$ cat src/rtl/signed_sar_search.sv
// Successive-approximation search for a signed value against an external comparator.
// Trials are generated from an offset-binary code, one bit resolved per accepted response.
`timescale 1ns/1ps
module signed_sar_search #(
    parameter int WIDTH = 4
) (
    input  logic             clk,
    input  logic             rst_n,
    input  logic             start,
    output logic [WIDTH-1:0] trial,
    output logic             trial_valid,
    input  logic             cmp_valid,
    input  logic             cmp_gt,
    input  logic             cmp_lt,
    input  logic             cmp_eq,
    output logic             busy,
    output logic             done,
    output logic [WIDTH-1:0] result,
    output logic             exact
);

    localparam int KW = (WIDTH > 2) ? $clog2(WIDTH) : 1;
    localparam logic [WIDTH-1:0] MID = {1'b1, {(WIDTH-1){1'b0}}};

    typedef enum logic [1:0] {
        IDLE  = 2'd0,
        DRIVE = 2'd1,
        DONE  = 2'd2
    } state_t;

    state_t                   state, state_nxt;
    logic [WIDTH-1:0]         c, c_nxt;
    logic [KW-1:0]            k, k_nxt;
    logic [KW-1:0]            k_dec;
    logic signed [WIDTH-1:0]  result_q, result_nxt;
    logic                     exact_q, exact_nxt;
    logic                     hit_eq;

    // Offset binary to two's complement is a flip of the top bit.
    function automatic logic signed [WIDTH-1:0] to_signed(input logic [WIDTH-1:0] code);
        return $signed({~code[WIDTH-1], code[WIDTH-2:0]});
    endfunction

    assign trial       = to_signed(c);
    assign trial_valid = (state == DRIVE);
    assign busy        = (state == DRIVE);
    assign done        = (state == DONE);
    assign result      = result_q;
    assign exact       = exact_q;
    assign k_dec       = k - 1'b1;

    always_ff @(posedge clk or negedge rst_n) begin
        if (!rst_n) begin
            state    <= IDLE;
            c        <= MID;
            k        <= KW'(WIDTH-1);
            result_q <= '0;
            exact_q  <= 1'b0;
        end else begin
            state    <= state_nxt;
            c        <= c_nxt;
            k        <= k_nxt;
            result_q <= result_nxt;
            exact_q  <= exact_nxt;
        end
    end

    always_comb begin
        state_nxt  = state;
        c_nxt      = c;
        k_nxt      = k;
        result_nxt = result_q;
        exact_nxt  = exact_q;
        hit_eq     = 1'b0;
        case (state)
            IDLE: begin
                if (start) begin
                    state_nxt = DRIVE;
                    c_nxt     = MID;
                    k_nxt     = KW'(WIDTH-1);
                end
            end
            DRIVE: begin
                if (cmp_valid) begin
                    // eq beats gt beats lt; no flag at all resolves as lt.
                    casez ({cmp_eq, cmp_gt, cmp_lt})
                        3'b1??:  hit_eq   = 1'b1;
                        3'b01?:  c_nxt[k] = 1'b1;
                        default: c_nxt[k] = 1'b0;
                    endcase
                    if (hit_eq) begin
                        result_nxt = to_signed(c);
                        exact_nxt  = 1'b1;
                        state_nxt  = DONE;
                    end else if (k == '0) begin
                        // Saturates naturally: all-ones code is the max, all-zeros the min.
                        result_nxt = to_signed(c_nxt);
                        exact_nxt  = 1'b0;
                        state_nxt  = DONE;
                    end else begin
                        c_nxt[k_dec] = 1'b1;
                        k_nxt        = k_dec;
                    end
                end
            end
            DONE: begin
                state_nxt = IDLE;
            end
            default: begin
                state_nxt = IDLE;
            end
        endcase
    end

endmodule

$ cat config.mk
export PLATFORM = sky130hd
export DESIGN_NAME = signed_sar_search
export DESIGN_NICKNAME = d
export VERILOG_FILES = /design/src/rtl/signed_sar_search.sv
export SDC_FILE = /design/constraint.sdc
export NUM_CORES = 1
export LEC_CHECK = 0
export CORE_UTILIZATION = 40
export DETAILED_ROUTE_END_ITERATION = 8
export PLACE_DENSITY = 0.66
export REMOVE_ABC_BUFFERS = 1
export SETUP_SLACK_MARGIN = 0.15
export SYNTH_ARGS = -nofsm -noshare
export SYNTH_HDL_FRONTEND = slang
export SYNTH_SLANG_ARGS = --single-unit
$ cat constraint.sdc
create_clock -name clk -period 2.1 [get_ports clk]
set_clock_uncertainty 0.1 [all_clocks]
set_input_delay 0.42 -clock clk [delete_from_list [all_inputs] [get_ports clk]]
set_output_delay 0.42 -clock clk [all_outputs]
set_load 0.02 [all_outputs]
Word-level counts from Yosys, hierarchy flattened
Index checks and enable logic that the tools add are counted.

Flip-flop bits (word level): 13. Logic and storage cells: 63.

$add $sub $neg: 1. $lt $le $gt $ge: 4. Equal/unequal tests: 8. Multiplexer cells: 29. Bitwise logic cells: 6. Reductions and logical operators: 10.

Operators by type and width (number): two-way mux 4 bit (8); two-way mux 2 bit (8); case mux 4 bit (2 select lines) (2); AND reduction 3 bit (3); != test 2 bit (second input constant) (4); OR 4 bit (2); case mux 2 bit (2 select lines) (2); two-way mux 1 bit (7); less-than comparator 2 x 3 -> 1 bit (second input constant) (2); AND reduction 5 bit (1); bitwise AND 4 bit (1); demux 1 bit (select 2 bit) (2); == test 2 x 1 -> 1 bit (second input constant) (2); greater-or-equal comparator 2 x 1 -> 1 bit (second input constant) (2); zero test 2 bit (2); NOT 4 bit (1); nonzero test 2 bit (2); != test 3 x 1 -> 1 bit (second input constant) (1); == test 2 bit (second input constant) (1); logical AND 1 bit (2); NOT 1 bit (2); subtractor 2 x 1 -> 2 bit (second input constant) (1).

Longest topological paths before layout
Depth after elaboration: 14. Depth in mapped cells: 6. Depth with buffers taken out: 6.

Worst setup path after synthesis
No wires, ideal clock.

Path type: register -> register. Start point: register k[0]. End point: register c[0]. Setup time: 0.121 ns. Arrival time: 1.338 ns. Data required time: 1.879 ns. Setup slack: 0.541 ns. Stages on the path, launching flop included: 6. Buffers on the path: 0. Clock period less this slack: 1.559 ns. Cell sequence: dfstp_2 inv_1 ha_1 a22oi_1 o21ai_0 a22o_1.

Longest elaborated chain between the ends: 14. Elaborated cells on any way between the ends: 23. Those cells by class: add/sub (1); order compare (4); mux (11); bitwise (4); reduce/logical (3).

Ends and longest elaborated chain: start, declared (RTL line 33) `logic [KW-1:0] k, k_nxt;`; start signal, assigned (RTL line 56) `k <= KW'(WIDTH-1);`; start signal, assigned (RTL line 62) `k <= k_nxt;`; less-than comparator 2 x 3 -> 1 bit (not written as such) / greater-or-equal comparator 2 x 1 -> 1 bit (equally long branches) (RTL line 88, 89); logical AND 1 bit (not written as such) (RTL line 88, 89); two-way mux 1 bit (not written as such) (RTL line 88, 89); demux 1 bit (select 2 bit) (RTL line 88, 89); NOT 4 bit (no source line); bitwise AND 4 bit (no source line); case mux 4 bit (2 select lines) (RTL line 86) `casez ({cmp_eq, cmp_gt, cmp_lt})`; two-way mux 4 bit (RTL line 84) `if (cmp_valid) begin`; two-way mux 4 bit (RTL line 75) `case (state)`; OR 4 bit (no source line); two-way mux 4 bit (RTL line 95) `end else if (k == '0) begin`; two-way mux 4 bit (*) (RTL line 91) `if (hit_eq) begin`; two-way mux 4 bit (*) (RTL line 84); case mux 4 bit (2 select lines) (*) (RTL line 75); end signal, assigned (RTL line 61) `c <= c_nxt;`; end, declared (RTL line 32) `logic [WIDTH-1:0] c, c_nxt;`.

Every way passes the cells marked *; elsewhere a longest branch is shown, timed or not. The select of a mux whose other input is x is not followed. A chain may end at the register's enable or synchronous reset.

Worst setup path in the final report
Start point: register c[3]. End point: output trial[3].

Longest elaborated chain between the ends: 1.

Ends and longest elaborated chain: NOT 1 bit (RTL line 41) `return $signed({~code[WIDTH-1], code[WIDTH-2:0]});`; end, declared (RTL line 10) `output logic [WIDTH-1:0] trial,`.

No other way between the ends.

==> summary.md <==
| Metric | Value |
|---|---|
| Status | `finished, final reports clean` |
| Routed Wire Length | `1610 µm` |
| Io pins | `19` |
| Crit Path Max Fanout | `2` |
| Fin. Hold Viols | `0` |
| Gpl congestion | `0.742` |
| Critical Path AT | `1.38 ns` |
| Area Growth Syn to Fin | `23.4%` |
| Die area | `roughly 2200 µm²` |
| # fillers | `183` |
| CP Capture Type | `output port` |
| Critical path type | `reg2out` |
| Clk_lat worst skew | `0.27 ns` |
| RSZ-0062 raised after global routing | `no` |
| Crit path time final | `1.90 ns` |
| Period utilization | `90.6%` |
| Post-synth EDFFs | `0` |
| Number of synthesized register bits | `13` |
| Initial DRC count | `11` |
| Fin Setup TNS | `0 ns` |
| Max Slew Vio Count | `0` |
| Asr flop ratio synth | `100%` |
| Routed len/inst | `about 13 µm` |
| Slew @ Worst Pin | `0.611 ns` |
| Data required time of the worst path | `1.58 ns` |
| Largest net degree at the start of global routing | `14` |
| Residual DRC | `0` |
| Final setup viols | `0` |
| Cell area after placement | `approximately 970 µm²` |
| Mapped Cells | `between 80 and 90` |
| First-pass GRT wire length | `2610 µm` |
| Share of layout cells above drive strength 1 | `12.7%` |
| CTS buffer count | `3` |
| CTS H-tree depth | `1` |
| Initial antenna violation count | `0` |
| Hold Path Class | `reg2reg` |
| Register area share after synthesis | `41.0%` |
| Vias in the first global route | `576` |
| Netlist Area Pre-Place | `roughly 800 µm²` |
| Finished Cell Area | `991 µm²` |
| Startpoint Class | `flip-flop` |
| Die width | `around 47 µm` |
| Core Footprint | `1800 µm²` |
| Drt first pass iters | `4` |
| Primary FF master, synth | `dfrtp_1` |
| Fmax achieved | `526 MHz` |
| CTS Sinks | `13` |
| Distinct cells, synth | `34` |
| YS warnings | `0` |
| P_leak | `0.458 nW` |
| Via count | `635` |
| Max cap viols | `0` |
| Global route overflow | `0` |
| Hpwl dp | `around 1200 µm` |
| # nets final | `between 100 and 150` |
| Rel. slew slack | `59.1%` |
| Worst vdd ir | `0.716 mV` |
| Diodes inserted | `0` |
| Antenna-violating nets left | `0` |
| Initial Utilization | `44.6%` |
| Port bufs | `17` |
| Chip height | `46.8 µm` |
| PD cells | `1390 nW/µm²` |
| Clk slew on worst S/H paths | `approximately 0.080 ns` |
| GRT Util Overall | `17.9%` |
| Synthesized area per cell | `9.34 µm²` |
| Max Buffers Root-to-Sink | `2` |
| Rows | `15` |
| TritonCTS clock tree | `built` |
| Detail-routed via count per cell | `5.00` |
| CTS Root Cell | `clkbuf_4` |
## per-layer routing
metal	track usage, %	part of all wire, %	vias up
met5	0	0	-
met4	10.3	2.3	0
met3	3.46	5.0	4
met2	26.4	46	18
met1	24.3	47	292
li1	-	-	321
## report_power, final
group          internal [mW]  total [mW]  switching (mW)
Sequential             0.378       0.474          0.0957
Combinational          0.349       0.750           0.401
Clock                 0.0736       0.155          0.0810
Total                  0.801        1.38           0.577
## cell usage in the layout, fill, tap and decap left out, drive strengths merged, types with 2 or more instances in the layout
master,netlist,routed
ha,4,4
a22o,2,2
buf,7,2
dlygate4sd2,0,3
mux2i,3,3
o21ai,8,8
nand2,10,10
inv,4,4
nor2,6,6
and2b,2,2
dfrtp,10,10
dfstp,3,3
nor2b,5,5
a21oi,5,5
nand2b,4,4
clkbuf,0,4
clkdlybuf4s50,0,14
## worst paths after layout
path                       startpoint   endpoint  slack (ns)  cells after the start
max                              c[3]   trial[3]        0.20                      2
min                         result[3]  result[3]        0.38                      2
min in group asynchronous       rst_n       c[2]        0.42                      1
max reg2reg                      k[0]  result[1]        0.34                      4
min reg2reg                 result[3]  result[3]        0.38                      2
max in group asynchronous       rst_n   state[0]        1.08                      1
## area by class of cell
cell class,instances,area (µm²),share of cell area [%]
multi-input cells,62,408,41.2
inverters,4,15.0,1.52
flip-flops and latches,13,329,33.2
well taps,25,31.3,3.16
repair buffers,19,181,18.3
clock buffers,4,26.3,2.65
## critical path: stages (launching register included)
cell,delay (ns)
dfstp_2,0.53
inv_1,0.05
clkdlybuf4s50_1,0.53
## cell families (layout without fill, tap and decap cells)
logic type	Yosys count	after routing	synth area share (%)
and+or+nand+nor	33	33	21.7
AOI/OAI and AO/OA	22	22	19.2
DFF	13	13	41.0
buffers and inverters	11	27	8.26
adders and majority gates	4	4	6.23
muxes	3	3	3.74
## flip-flops by register name, indices dropped and copies added, names as in the netlist
name / cells
result: 4
state: 2
c: 4
k: 2
exact: 1
## through the flow
| stage | worst slack [ns] | hold WS [ns] | utilization (%) | total power [mW] | std cells |
|---|---|---|---|---|---|
| 2_1_floorplan | 0.541 | 0.0244 | - | 0.948 | 79 |
| 3_3_place_gp | 0.141 | 0.363 | 53.8 | 1.24 | 123 |
| 3_5_place_dp | 0.127 | 0.370 | 53.8 | 1.25 | 123 |
| 4_1_cts | 0.182 | 0.390 | 55.0 | 1.39 | 127 |
| 5_1_grt | 0.161 | 0.423 | 55.0 | 1.50 | 127 |
| 6_report | 0.197 | 0.384 | 55.0 | 1.38 | 127 |
## cells in the mapped netlist, types with 3 or more instances
master	number	area [µm²]
dfrtp_1	10	250
nor2_1	5	18.8
a21oi_1	4	20.0
dfstp_2	3	78.8
nand2_1	10	37.5
nand2b_1	4	25.0
o21ai_0	6	30.0
nor2b_1	5	31.3
mux2i_1	3	30.0
inv_1	4	15.0
ha_1	4	50.1
buf_4	4	30.0
## repair_timing
item,CTS,global route
setup endpoints to repair,3,0
hold buffers,0,0
endpoints found under the hold margin,0,0
resized for setup,3,0
buffers inserted,0,0
No activity file was read; power rests on OpenSTA's default activity.
